<file path="src/rtl/muldiv_unit_if.sv">
// Request/response bus between the execute-stage sequencer and the iterative M-extension unit.
interface muldiv_unit_if #(
   parameter int unsigned XLEN = 32
);
   logic            valid_i;
   logic [2:0]      op_i;
   logic [XLEN-1:0] rs1_i;
   logic [XLEN-1:0] rs2_i;
   logic            ready_o;
   logic            busy_o;
   logic            valid_o;
   logic [XLEN-1:0] result_o;
   logic            result_ready_i;
   logic            flush_i;

   modport master (
      output valid_i, op_i, rs1_i, rs2_i, result_ready_i, flush_i,
      input  ready_o, busy_o, valid_o, result_o
   );

   modport slave (
      input  valid_i, op_i, rs1_i, rs2_i, result_ready_i, flush_i,
      output ready_o, busy_o, valid_o, result_o
   );
endinterface

</file>
<file path="src/rtl/muldiv_unit.sv">
// Iterative RV32M multiply/divide unit: 32-step shift-add / restoring divide with sign fixup.
module muldiv_unit #(
   parameter int unsigned XLEN      = 32,
   parameter bit          EARLY_OUT = 1'b1
) (
   input logic          clk_i,
   input logic          rst_ni,
   muldiv_unit_if.slave bus
);
   localparam int unsigned CW = 5;
   localparam int unsigned PW = 2 * XLEN;

   localparam logic [2:0] OP_MUL    = 3'b000;
   localparam logic [2:0] OP_MULH   = 3'b001;
   localparam logic [2:0] OP_MULHSU = 3'b010;
   localparam logic [2:0] OP_MULHU  = 3'b011;
   localparam logic [2:0] OP_DIV    = 3'b100;
   localparam logic [2:0] OP_DIVU   = 3'b101;
   localparam logic [2:0] OP_REM    = 3'b110;

   typedef enum logic [1:0] {IDLE, CALC, FIX, DONE} state_t;

   state_t          state_q, state_d;
   logic [CW-1:0]   cnt_q, cnt_d;
   logic [2:0]      op_q, op_d;
   logic [XLEN-1:0] a_q, a_d;      // multiplicand / dividend, then quotient
   logic [XLEN-1:0] b_q, b_d;      // multiplier (shifts right) / divisor
   logic [PW-1:0]   acc_q, acc_d;  // product, or remainder in the low half
   logic [PW-1:0]   sh_q, sh_d;    // multiplicand shifted to the current bit weight
   logic [XLEN-1:0] res_q, res_d;
   logic            neg_res_q, neg_res_d;
   logic            neg_rem_q, neg_rem_d;

   logic            is_div, rs1_signed, rs2_signed, a_neg, b_neg;
   logic            rs2_zero, ovf, fast;
   logic [XLEN-1:0] a_mag, b_mag, fast_res;
   logic [XLEN:0]   trial;
   logic [PW-1:0]   prod;

   // Operand decode at the accept edge
   assign is_div     = bus.op_i[2];
   assign rs1_signed = (bus.op_i == OP_MULH) || (bus.op_i == OP_MULHSU) ||
                       (bus.op_i == OP_DIV)  || (bus.op_i == OP_REM);
   assign rs2_signed = (bus.op_i == OP_MULH) || (bus.op_i == OP_DIV) || (bus.op_i == OP_REM);
   assign a_neg      = rs1_signed & bus.rs1_i[XLEN-1];
   assign b_neg      = rs2_signed & bus.rs2_i[XLEN-1];
   assign a_mag      = a_neg ? -bus.rs1_i : bus.rs1_i;
   assign b_mag      = b_neg ? -bus.rs2_i : bus.rs2_i;
   assign rs2_zero   = (bus.rs2_i == '0);
   assign ovf        = is_div & ~bus.op_i[0] &
                       (bus.rs1_i == {1'b1, {(XLEN-1){1'b0}}}) & (bus.rs2_i == '1);
   assign fast       = EARLY_OUT & is_div & (rs2_zero | ovf);
   // Overflow quotient equals the dividend itself (0x80000000)
   assign fast_res   = rs2_zero ? (bus.op_i[1] ? bus.rs1_i : '1)
                                : (bus.op_i[1] ? '0 : bus.rs1_i);

   assign trial = {acc_q[XLEN-1:0], a_q[XLEN-1]} - {1'b0, b_q};
   assign prod  = neg_res_q ? -acc_q : acc_q;

   always_comb begin
      state_d   = state_q;
      cnt_d     = cnt_q;
      op_d      = op_q;
      a_d       = a_q;
      b_d       = b_q;
      acc_d     = acc_q;
      sh_d      = sh_q;
      res_d     = res_q;
      neg_res_d = neg_res_q;
      neg_rem_d = neg_rem_q;
      if (bus.flush_i) begin
         state_d = IDLE;
         cnt_d   = '0;
      end else begin
         case (state_q)
            IDLE: begin
               if (bus.valid_i) begin
                  op_d      = bus.op_i;
                  a_d       = a_mag;
                  b_d       = b_mag;
                  acc_d     = '0;
                  sh_d      = {{XLEN{1'b0}}, a_mag};
                  cnt_d     = '0;
                  // Divide-by-zero keeps the all-ones quotient unnegated on the full loop too
                  neg_res_d = (a_neg ^ b_neg) & ~(is_div & rs2_zero);
                  neg_rem_d = a_neg;
                  if (fast) begin
                     res_d   = fast_res;
                     state_d = DONE;
                  end else begin
                     state_d = CALC;
                  end
               end
            end
            CALC: begin
               cnt_d = cnt_q + CW'(1);
               if (op_q[2]) begin
                  if (!trial[XLEN]) acc_d = {{XLEN{1'b0}}, trial[XLEN-1:0]};
                  else              acc_d = {{XLEN{1'b0}}, acc_q[XLEN-2:0], a_q[XLEN-1]};
                  a_d = {a_q[XLEN-2:0], ~trial[XLEN]};
               end else begin
                  if (b_q[0]) acc_d = acc_q + sh_q;
                  sh_d = sh_q << 1;
                  b_d  = b_q >> 1;
               end
               if (cnt_q == CW'(XLEN-1)) state_d = FIX;
            end
            FIX: begin
               case (op_q)
                  OP_MUL:                      res_d = prod[XLEN-1:0];
                  OP_MULH, OP_MULHSU, OP_MULHU: res_d = prod[PW-1:XLEN];
                  OP_DIV, OP_DIVU:             res_d = neg_res_q ? -a_q : a_q;
                  default:                     res_d = neg_rem_q ? -acc_q[XLEN-1:0]
                                                                 : acc_q[XLEN-1:0];
               endcase
               state_d = DONE;
            end
            DONE: begin
               if (bus.result_ready_i) state_d = IDLE;
            end
            default: state_d = IDLE;
         endcase
      end
   end

   always_ff @(posedge clk_i or negedge rst_ni) begin
      if (!rst_ni) begin
         state_q   <= IDLE;
         cnt_q     <= '0;
         op_q      <= '0;
         a_q       <= '0;
         b_q       <= '0;
         acc_q     <= '0;
         sh_q      <= '0;
         res_q     <= '0;
         neg_res_q <= 1'b0;
         neg_rem_q <= 1'b0;
      end else begin
         state_q   <= state_d;
         cnt_q     <= cnt_d;
         op_q      <= op_d;
         a_q       <= a_d;
         b_q       <= b_d;
         acc_q     <= acc_d;
         sh_q      <= sh_d;
         res_q     <= res_d;
         neg_res_q <= neg_res_d;
         neg_rem_q <= neg_rem_d;
      end
   end

   assign bus.ready_o  = (state_q == IDLE);
   assign bus.busy_o   = (state_q != IDLE);
   assign bus.valid_o  = (state_q == DONE);
   assign bus.result_o = res_q;
endmodule
</file>
<file path="src/flat_wrapper.sv">
// flat-port wrapper written by rule: the top's interface ports become plain ports
module muldiv_unit_flat 
#(
   parameter int unsigned XLEN      = 32,
   parameter bit          EARLY_OUT = 1'b1
)
  (clk_i, rst_ni, bus_valid_i, bus_op_i, bus_rs1_i, bus_rs2_i, bus_result_ready_i, bus_flush_i, bus_ready_o, bus_busy_o, bus_valid_o, bus_result_o);
  muldiv_unit_if #(.XLEN(XLEN)) bus_i ();
  input logic clk_i;
  input logic rst_ni;
  input wire logic [$bits(bus_i.valid_i)-1:0] bus_valid_i;
  input wire logic [$bits(bus_i.op_i)-1:0] bus_op_i;
  input wire logic [$bits(bus_i.rs1_i)-1:0] bus_rs1_i;
  input wire logic [$bits(bus_i.rs2_i)-1:0] bus_rs2_i;
  input wire logic [$bits(bus_i.result_ready_i)-1:0] bus_result_ready_i;
  input wire logic [$bits(bus_i.flush_i)-1:0] bus_flush_i;
  output wire logic [$bits(bus_i.ready_o)-1:0] bus_ready_o;
  output wire logic [$bits(bus_i.busy_o)-1:0] bus_busy_o;
  output wire logic [$bits(bus_i.valid_o)-1:0] bus_valid_o;
  output wire logic [$bits(bus_i.result_o)-1:0] bus_result_o;
  assign bus_i.valid_i = bus_valid_i;
  assign bus_i.op_i = bus_op_i;
  assign bus_i.rs1_i = bus_rs1_i;
  assign bus_i.rs2_i = bus_rs2_i;
  assign bus_i.result_ready_i = bus_result_ready_i;
  assign bus_i.flush_i = bus_flush_i;
  assign bus_ready_o = bus_i.ready_o;
  assign bus_busy_o = bus_i.busy_o;
  assign bus_valid_o = bus_i.valid_o;
  assign bus_result_o = bus_i.result_o;
  muldiv_unit #(.XLEN(XLEN), .EARLY_OUT(EARLY_OUT)) u_core (.clk_i(clk_i), .rst_ni(rst_ni), .bus(bus_i));
endmodule
</file>
<file path="config.mk">
export PLATFORM = sky130hd
export DESIGN_NAME = muldiv_unit_flat
export DESIGN_NICKNAME = d
export VERILOG_FILES = /design/src/rtl/muldiv_unit_if.sv /design/src/rtl/muldiv_unit.sv /design/src/flat_wrapper.sv
export SDC_FILE = /design/constraint.sdc
export NUM_CORES = 1
export LEC_CHECK = 0
export CAP_MARGIN = 20
export CORE_ASPECT_RATIO = 1.25
export CORE_UTILIZATION = 56
export CTS_CLUSTER_DIAMETER = 50
export DETAILED_ROUTE_END_ITERATION = 10
export MAX_ROUTING_LAYER = met4
export PLACE_DENSITY = 0.78
export SETUP_SLACK_MARGIN = 0.2
export SLEW_MARGIN = 20
export SYNTH_ARGS = -nofsm -noshare
export SYNTH_HDL_FRONTEND = slang
export SYNTH_SLANG_ARGS = --single-unit
</file>
<file path="constraint.sdc">
create_clock -name clk_i -period 3.5 [get_ports clk_i]
set_input_delay 0.7 -clock clk_i [delete_from_list [all_inputs] [get_ports clk_i]]
set_output_delay 0.7 -clock clk_i [all_outputs]
set_load 0.02 [all_outputs]
</file>
# Word-level counts from Yosys, hierarchy flattened
# Index checks and enable logic that the tools add are counted.
word_totals:
  ff_bits: 236
  output_inout_bits: 35
op_classes:
  n_bitwise: 14
  eq_ne: 23
  reduce_logical: 21
  n_addsub: 8
  muxes: 35
op_table:
  columns: ["op", "count"]
  rows:
  - ["32-bit 2-to-1 mux", 14]
  - ["64-bit 2-to-1 mux", 6]
  - ["64-bit one-hot mux with 2 select lines", 2]
  - ["32-bit one-hot mux with 2 select lines", 3]
  - ["32-bit negator", 4]
  - ["32-bit one-hot mux with 3 select lines", 1]
  - ["64-bit adder", 1]
  - ["32-bit equality test (second input constant)", 2]
  - ["64-bit negator", 1]
  - ["33-bit by 32-bit subtractor with 33-bit output", 1]
  - ["32-bit logical NOT", 1]
  - ["4-bit AND reduction", 4]
  - ["3-bit equality test (second input constant)", 4]
  - ["2-bit 2-to-1 mux", 5]
  - ["5-bit 2-to-1 mux", 2]
  - ["5-bit one-hot mux with 2 select lines", 1]
  - ["3-bit by 2-bit equality test with 1-bit output (second input constant)", 3]
  - ["1-bit AND", 8]
  - ["2-bit one-hot mux with 4 select lines", 1]
  - ["3-bit by 1-bit equality test with 1-bit output (second input constant)", 2]
  - ["3-bit inequality test (second input constant)", 2]
  - ["3-bit AND reduction", 2]
  - ["2-bit nonzero test", 3]
  - ["5-bit by 1-bit adder with 5-bit output (second input constant)", 1]
  - ["other kinds (17)", 27]

# Longest topological paths before layout
# Gate-level depths: netlist (run 1).
logic_depth:
  depth_word: 10
  ltp_mapped: 13
  depth_no_buf: 13

# Least setup slack after synthesis (run 1)
# No wires, ideal clock.
synth_timing:
  path_kind: "input to register"
  start: "input bus_rs2_i[24]"
  end: "register u_core.res_q[25], in the netlist u_core.bus.result_o[25]"
  stages: 9
  setup_time_ns: 0.118
  path_buffers: 2
  t_required_ns: 3.382
  setup_slack_ns: 0.073
  arrival_ns: 3.309
  path_cell_list: "or4_1 or3_1 or3_1 or3_1 o221a_1 or3_1 buf_2 buf_2 a21o_1"
synth_between:
  elab_chain_cells: 6
  elab_cells_between_ends: 11
  classes_between: "2 x eq/ne; 4 x mux; 3 x bitwise; 2 x reduce/logical"
synth_rtl:
  columns: ["element", "line", "text"]
  rows:
  - ["start, declared", "flat_wrapper.sv:14", "input wire logic [$bits(bus_i.rs2_i)-1:0] bus_rs2_i;"]
  - ["32-bit equality test", "muldiv_unit.sv:51", "(bus.rs1_i == {1'b1, {(XLEN-1){1'b0}}}) & (bus.rs2_i == '1);"]
  - ["1-bit AND", "muldiv_unit.sv:51", null]
  - ["1-bit OR", "muldiv_unit.sv:52", "assign fast = EARLY_OUT & is_div & (rs2_zero | ovf);"]
  - ["1-bit AND", "muldiv_unit.sv:52", null]
  - ["2-bit by 1-bit inequality test with 1-bit output (no line)", null, null]
  - ["4-bit AND reduction (no line)", null, null]
  - ["end signal, assigned", "muldiv_unit.sv:146", "res_q <= res_d;"]
  - ["end, declared", "muldiv_unit.sv:30", "logic [XLEN-1:0] res_q, res_d;"]
# Several ways; a longest one is shown, not always the timed one. The select of a mux whose other input is x is not followed.
# A chain may end at the register's enable or synchronous reset.

# Final worst setup path (run 1)
layout_timing:
  start: "register u_core.acc_q[3]"
  end: "register u_core.acc_q[3]"
layout_between:
  elab_chain_cells: 4
  elab_cells_between_ends: 6
  classes_between: "2 x add/sub; 4 x mux"
layout_rtl:
  columns: ["element", "line", "text"]
  rows:
  - ["start, declared", "muldiv_unit.sv:28", "logic [PW-1:0] acc_q, acc_d;"]
  - ["start signal, assigned", "muldiv_unit.sv:133", "acc_q <= '0;"]
  - ["start signal, assigned", "muldiv_unit.sv:144", "acc_q <= acc_d;"]
  - ["64-bit adder / 33-bit by 32-bit subtractor with 33-bit output (equally long branches)", "muldiv_unit.sv:102, muldiv_unit.sv:57", null]
  - ["64-bit 2-to-1 mux / 32-bit 2-to-1 mux (equally long branches)", "muldiv_unit.sv:102, muldiv_unit.sv:98", null]
  - ["64-bit 2-to-1 mux (*)", "muldiv_unit.sv:97", "if (op_q[2]) begin"]
  - ["64-bit one-hot mux with 2 select lines (*)", "muldiv_unit.sv:75", "case (state_q)"]
# Every way passes the cells marked *; elsewhere a longest branch is shown, timed or not. The select of a mux whose other input is x is not followed.

==> out/results.tsv, run 1 <==
stage	metric	value	unit
outcome	status	complete, but fails checks	
outcome	failing checks	setup timing	
clock_tree	clock sinks	236	
cells_and_area	fill cell count	2654	
global_route	grt ovf	0	
cells_and_area	commonest non-fill, non-tap cells in the layout	371 x buf_4, 340 x nand2_1, 279 x nor2_1	
cells_and_area	most common cell after layout, fill and taps aside	buf_4	
floorplanning	Die Y	215.8	um
power	Tot Pwr	25.63	mW
synth	sequential-to-total area share from yosys stat	28.84	%
clock_tree	clock tree from TritonCTS	built	
critical_path	Crit path required time	4000	ps
route	drt pass-1 iters	7	
timing	worst slew pin tran	924.8	ps
route	Detail Route Antenna Nets	0	
clock_tree	clock buffer count from CTS	31	
power	Lkg Pwr	12.25	nW
synth	synthesis warning total	0	
timing	clock skew	21.46	ps
floorplanning	io pins	107	
timing	final setup margin	-27.99	ps
power	Switching Fraction	47.60	%
critical_path	CP arrival	4020	ps
global_route	initial antenna violation count	0	
timing	Final Slew Violations	0	
placement	Post-DP HPWL	56.68	mm
clock_tree	Max Root-Sink Buffers	3	
route	DR DRC count	0	
worst_hold_path	worst hold path type	in -> async	
synth	Syn Area/Cell	7.660	um2
synth	Netlist cell types	77	
timing	RSZ-0062 raised after global routing	true	
critical_path	Critical Path End Type	register	
timing	Max-slew headroom	38.11	%
synth	Post-Syn Area	0.02048	mm2
route	Iteration-0 DRC Markers	2338	
global_route	first-pass GRT wire length	119.0	mm
global_route	largest net degree at the start of global routing	95	
clock_tree	clk_lat worst skew	600	ps
placement	port bufs	106	
floorplanning	core region area	0.03565	mm2
cells_and_area	layout cells sized above 1	21.81	%
power	clock power share	14.1	%
global_route	gr usage total	41.32	%
critical_path	reg-to-reg startpoint	u_core.acc_q[3]	
floorplanning	Initial Util	57.44	%
cells_and_area	area grow syn2layout	33.06	%
critical_path	crit-path max FO	8	
cells_and_area	antenna cells	0	
synth	Main synth FF type	dfrtp_1	
timing	f_max	0.2834	GHz
flow_run	max cap viols	0	
floorplanning	Die W	173.0	um
synth	Yosys reg bits	236	
power	Net Sw Power	12.20	mW
power	sequential fraction of design power	17.8	%
floorplanning	die footprint	0.03734	mm2
clock_tree	root buf cell	clkbuf_16	
power	combinational share of power	68.1	%
power	Power Internal	13.43	mW
power	PD cells	940.6	mW/mm2
placement	pre-CTS WS	-603.3	ps
critical_path	crit path from	u_core.acc_q[3]	
placement	routability cong.	0.9958	
power	peak supply drop	0.6879	mV
route	Routed WL	77.13	mm
timing	Final Hold Vio Count	0	
route	routed via count	22810	
clock_tree	CTS H-tree depth	1	
clock_tree	Clock transition at path regs	60	ps
synth	EDFF count, synth	0	
global_route	vias in the first global route	21780	
cells_and_area	final core occ	76.43	%
route	routed vias/inst	6.408	
timing	Final setup violation count	1	
timing	post-route minimum period	3528	ps
critical_path	cells on worst reg2reg path	13	
route	wire per inst	21.66	um
clock_tree	Hold Buf Count CTS	0	
synth	Async SR Flop Fraction	100.0	%
floorplanning	Rows	77	
synth	synthesized instance count	2673	
critical_path	Startpoint Class	register	
critical_path	Crit Path Class	reg -> reg	
timing	Fin Setup TNS	-27.99	ps
timing	final worst-path cycle share	100.8	%
synth	Post-Syn Nets	2853	
cells_and_area	nets@finish	3242	
per-layer routing:
metal	wire length (um)	global-route usage [%]	vias up
li1	-	-	10490
met1	30270	49.65	10970
met2	37050	68.98	1129
met3	5764	4.722	221
met4	4036	20.12	0
met5	0	-	-
critical path: stages (launching register included):
cell	delay, ps
dfrtp_1	490
ha_1	290
a21oi_2	180
nor3b_2	230
a21oi_1	90
buf_4	140
o211ai_1	450
a211oi_2	180
or2_4	290
a211oi_4	270
buf_6	160
buf_12	130
mux2_2	350
o31ai_1	180
logic make-up after synthesis:
logic type	after synthesis	synth area share (%)
AOI/OAI and AO/OA	928	28.91
and+or+nand+nor	923	20.55
DFF	236	28.84
xor gates and xnor gates	199	8.512
adders and majority gates	108	6.673
buffers and inverters	239	4.503
muxes	40	2.010
area by class of cell:
type | count | area, um2 | share of cell area [%]
Sequential cell | 236 | 5922 | 21.74
Multi-Input combinational cell | 2199 | 14840 | 54.46
Inverter | 81 | 306.5 | 1.125
Timing Repair Buffer | 513 | 4437 | 16.28
Tap cell | 474 | 593.1 | 2.177
Clock buffer | 37 | 818.3 | 3.003
Clock inverter | 20 | 330.3 | 1.212
synth_stat cells (all sizes together), types with 26 or more instances:
master,count,area [um2]
a21o,66,495.5
a22o,34,297.8
nor2,284,1066
a21oi,201,1006
a22oi,27,202.7
nand3,35,187.7
xor2,91,797.0
inv,80,300.3
o21ai,287,1436
mux2i,31,310.3
clkbuf,132,495.5
nor3,53,276.5
or3,48,307.8
nand4,34,219.0
nand2,345,1295
dfrtp,236,5906
a211oi,26,200.2
o31ai,103,787.0
buf,26,122.6
ha,106,1326
xnor2,108,945.9
timing repair:
action | CTS | global route
cloned | 6 | 0
buffers inserted | 19 | 24
pin swaps | 41 | 81
gates resized for setup | 99 | 171
endpoints found under the setup margin | 81 | 88
stage by stage:
step / instance area [um2] / std cells / hold slack, ps
floorplan: 20500 / 2673 / 404.4
global placement: 24430 / 3454 / 469.6
detailed placement: 24430 / 3454 / 474.8
CTS: 26270 / 3536 / 181.7
global route: 27240 / 3560 / 195.0
finish: 27240 / 3560 / 133.2
flip-flops by register name, summed over array words and instances, names as in the netlist:
signal	count
u_core.sh_q	64
u_core.neg_res_q	1
u_core.state_q	2
u_core.b_q	32
u_core.acc_q	64
u_core.neg_rem_q	1
u_core.op_q	3
u_core.bus.result_o	32
u_core.cnt_q	5
u_core.a_q	32
power by group through the flow:
stage | clock network [mW] | registers (mW) | logic (mW)
floorplan | 0 | 4.45 | 9.01
global placement | 0 | 4.48 | 14.4
detailed placement | 0 | 4.50 | 14.7
CTS | 3.64 | 4.48 | 15.8
global route | 3.74 | 4.64 | 18.6
finish | 3.63 | 4.56 | 17.4
path summary, 6_finish.rpt:
| check | to | slack, ps |
|---|---|---|
| hold / removal | u_core.bus.result_o[3] | 130 |
| setup reg to reg | u_core.acc_q[3] | -30 |
| max in group asynchronous | u_core.sh_q[29] | 2510 |
| setup / recovery | u_core.acc_q[3] | -30 |
| hold reg to reg | u_core.bus.result_o[22] | 480 |
| min in group clk_i | u_core.bus.result_o[22] | 480 |
(Power assumes the default switching activity.)
==> inputs of run 2 (changes only) <==
--- a/config.mk
+++ b/config.mk
@@ -7,11 +7,11 @@
 export LEC_CHECK = 0
 export CAP_MARGIN = 20
 export CORE_ASPECT_RATIO = 1.25
-export CORE_UTILIZATION = 56
+export CORE_UTILIZATION = 55
 export CTS_CLUSTER_DIAMETER = 50
 export DETAILED_ROUTE_END_ITERATION = 10
 export MAX_ROUTING_LAYER = met4
-export PLACE_DENSITY = 0.78
+export PLACE_DENSITY = 0.77
 export SETUP_SLACK_MARGIN = 0.2
 export SLEW_MARGIN = 20
 export SYNTH_ARGS = -nofsm -noshare
==> out/results.tsv, run 2 (synthesis results as in run 1) <==
stage	metric	value	unit	change
outcome	status	finished, final reports clean		
cells_and_area	area grow syn2layout	35.02	%	
critical_path	Crit path required time	3930	ps	-70 ps
critical_path	crit path cell chain	buf_6 -> or3_4 -> or4b_4 -> buf_6 -> nor4_4 -> nand4_2 -> or3_4 -> nand2_2 -> xnor2_2 -> a221oi_2 -> a211oi_2 -> a21o_1		
clock_tree	Hold Buf Count CTS	0		unchanged
critical_path	CP arrival	3920	ps	-100 ps
critical_path	CP max-delay cell	or4b_4		
clock_tree	clock sinks	236		unchanged
timing	Final setup violation count	0		-1
clock_tree	clock buffer count from CTS	36		+16%
route	routed via count	23210		+1.7%
global_route	first-pass GRT wire length	121.5	mm	+2.2%
critical_path	RR Endpoint	u_core.bus.result_o[24]		
timing	Fin Setup TNS	0	ps	+27.99 ps
timing	worst slew pin tran	950.8	ps	+26.01 ps
critical_path	worst path bufs/invs	2		-1
floorplanning	Die Y	217.7	um	+0.89%
timing	RSZ-0062 raised after global routing	true		
global_route	vias in the first global route	22420		+2.9%
critical_path	reg2reg setup slack	10	ps	+40 ps
cells_and_area	most common cell after layout, fill and taps aside	buf_4		
critical_path	Crit path largest cell delay	540	ps	+50 ps
timing	final worst-path cycle share	99.63	%	-1.2 points
floorplanning	Initial Util	56.10	%	-1.3 points
clock_tree	CTS H-tree depth	2		+1
global_route	grt ovf	0		unchanged
cells_and_area	antenna cells	0		unchanged
flow_run	max cap viols	0		unchanged
power	Tot Pwr	25.98	mW	+1.4%
route	DR DRC count	0		unchanged
timing	Final Slew Violations	0		unchanged
cells_and_area	fill cell count	2603		-1.9%
critical_path	reg-to-reg startpoint	u_core.acc_q[13]		
cells_and_area	layout cells sized above 1	22.84	%	+1.0 points
global_route	initial antenna violation count	0		unchanged
cells_and_area	final core occ	75.74	%	-0.69 points
critical_path	crit path from	u_core.acc_q[13]		
critical_path	crit-path max FO	3		-5
clock_tree	Clock transition at path regs	60	ps	about the same
floorplanning	die footprint	0.03801	mm2	+1.8%
timing	Max-slew headroom	36.38	%	-1.7 points
cells_and_area	commonest non-fill, non-tap cells in the layout	357 x buf_4, 333 x nand2_1, 278 x nor2_1		
route	Iteration-0 DRC Markers	2368		+1.3%
critical_path	cells on worst reg2reg path	12		-1
cells_and_area	nets@finish	3250		+0.25%
timing	post-route minimum period	3487	ps	-40.77 ps
route	Routed WL	80.92	mm	+4.9%
power	peak supply drop	0.7569	mV	+10%
clock_tree	root buf cell	clkbuf_16		
cells_and_area	Largest regs	u_core.acc_q x64, u_core.sh_q x64		
floorplanning	Die W	174.6	um	+0.89%
critical_path	delay-heaviest family, CP	simple AND/OR/NAND/NOR gates		
placement	port bufs	106		unchanged
clock_tree	clk_lat worst skew	540	ps	-60 ps
critical_path	Startpoint Class	register		
timing	f_max	0.2868	GHz	+1.2%
critical_path	Critical Path End Type	register		
worst_hold_path	worst hold path type	in -> async		
global_route	largest net degree at the start of global routing	97		+2.1%
global_route	gr usage total	41.84	%	+0.52 points
route	Detail Route Antenna Nets	0		unchanged
placement	Post-DP HPWL	57.41	mm	+1.3%
floorplanning	io pins	107		unchanged
critical_path	Crit Path Class	reg -> reg		
power	Lkg Pwr	12.51	nW	+2.1%
timing	Fin Hold WS	84.47	ps	-48.76 ps
power	PD cells	939.6	mW/mm2	-0.10%
floorplanning	core region area	0.03650	mm2	+2.4%
clock_tree	Max Root-Sink Buffers	3		unchanged
floorplanning	Rows	78		+1.3%
route	wire per inst	22.63	um	+4.4%
clock_tree	clock tree from TritonCTS	built		
timing	Final Hold Vio Count	0		unchanged
placement	routability cong.	1.008		+1.3%
timing	clock skew	17.47	ps	-3.994 ps
route	routed vias/inst	6.490		+1.3%
route	drt pass-1 iters	8		+1
## run 2: routing by layer
| layer | vias to the layer above | routed length (um) | GRT usage (%) | share of wire, % |
|---|---|---|---|---|
| met1 | 11110 | 31100 | 49.15 | 38 |
| li1 | 10540 | - | - | - |
| met5 | - | 0 | - | 0 |
| met2 | 1235 | 38600 | 70.25 | 48 |
| met4 | 0 | 5372 | 22.06 | 6.6 |
| met3 | 325 | 5846 | 4.969 | 7.2 |
## run 2: stage by stage
step / instances / setup slack [ps] / cell area [um2]
finish: 3576 / 12.78 / 27650
global route: 3576 / -14.51 / 27650
global placement: 3457 / -608.7 / 24440
CTS: 3551 / 99.55 / 26600
detailed placement: 3457 / -641.6 / 24440
floorplan: 2673 / 95.04 / 20500
## run 2: layout make-up
| type | instances | area (um2) | share of cell area (%) |
|---|---|---|---|
| Sequential cell | 236 | 5913 | 21.39 |
| Tap cell | 480 | 600.6 | 2.172 |
| Clock buffer | 47 | 1055 | 3.815 |
| Multi-Input combinational cell | 2198 | 14930 | 54.02 |
| Timing Repair Buffer | 517 | 4607 | 16.66 |
| Inverter | 81 | 306.5 | 1.109 |
| Clock inverter | 17 | 230.2 | 0.8327 |
## run 2: worst register-to-register path, cell delays in order, from the launching register on
cell and delay, ps:
dfrtp_1 410, buf_6 140, or3_4 380, or4b_4 540, buf_6 150, nor4_4 280
nand4_2 190, or3_4 400, nand2_2 100, xnor2_2 100, a221oi_2 360, a211oi_2 140
a21o_1 190
## run 2: worst max path at each step
| stage | to | slack (ps) | cells past startpoint |
|---|---|---|---|
| CTS | u_core.bus.result_o[11] | 100 | 13 |
| finish | u_core.bus.result_o[24] | 10 | 12 |
| global placement | u_core.bus.result_o[1] | -610 | 10 |
| global route | u_core.bus.result_o[28] | -10 | 13 |
| floorplan | u_core.bus.result_o[25] | 100 | 9 |
| detailed placement | u_core.bus.result_o[2] | -640 | 10 |
## run 2: what timing repair did
item	in CTS	in global routing
resized for setup	142	181
endpoints found under the setup margin	80	94
pin swaps	60	84
cloned	4	1
endpoints found under the hold margin	0	0
buffers inserted	26	24
## run 2: power by group
group,internal (mW),leakage [nW],switching (mW)
Sequential,3.58,3.09,0.947
Combinational,7.53,8.79,9.99
Clock,2.44,0.635,1.48
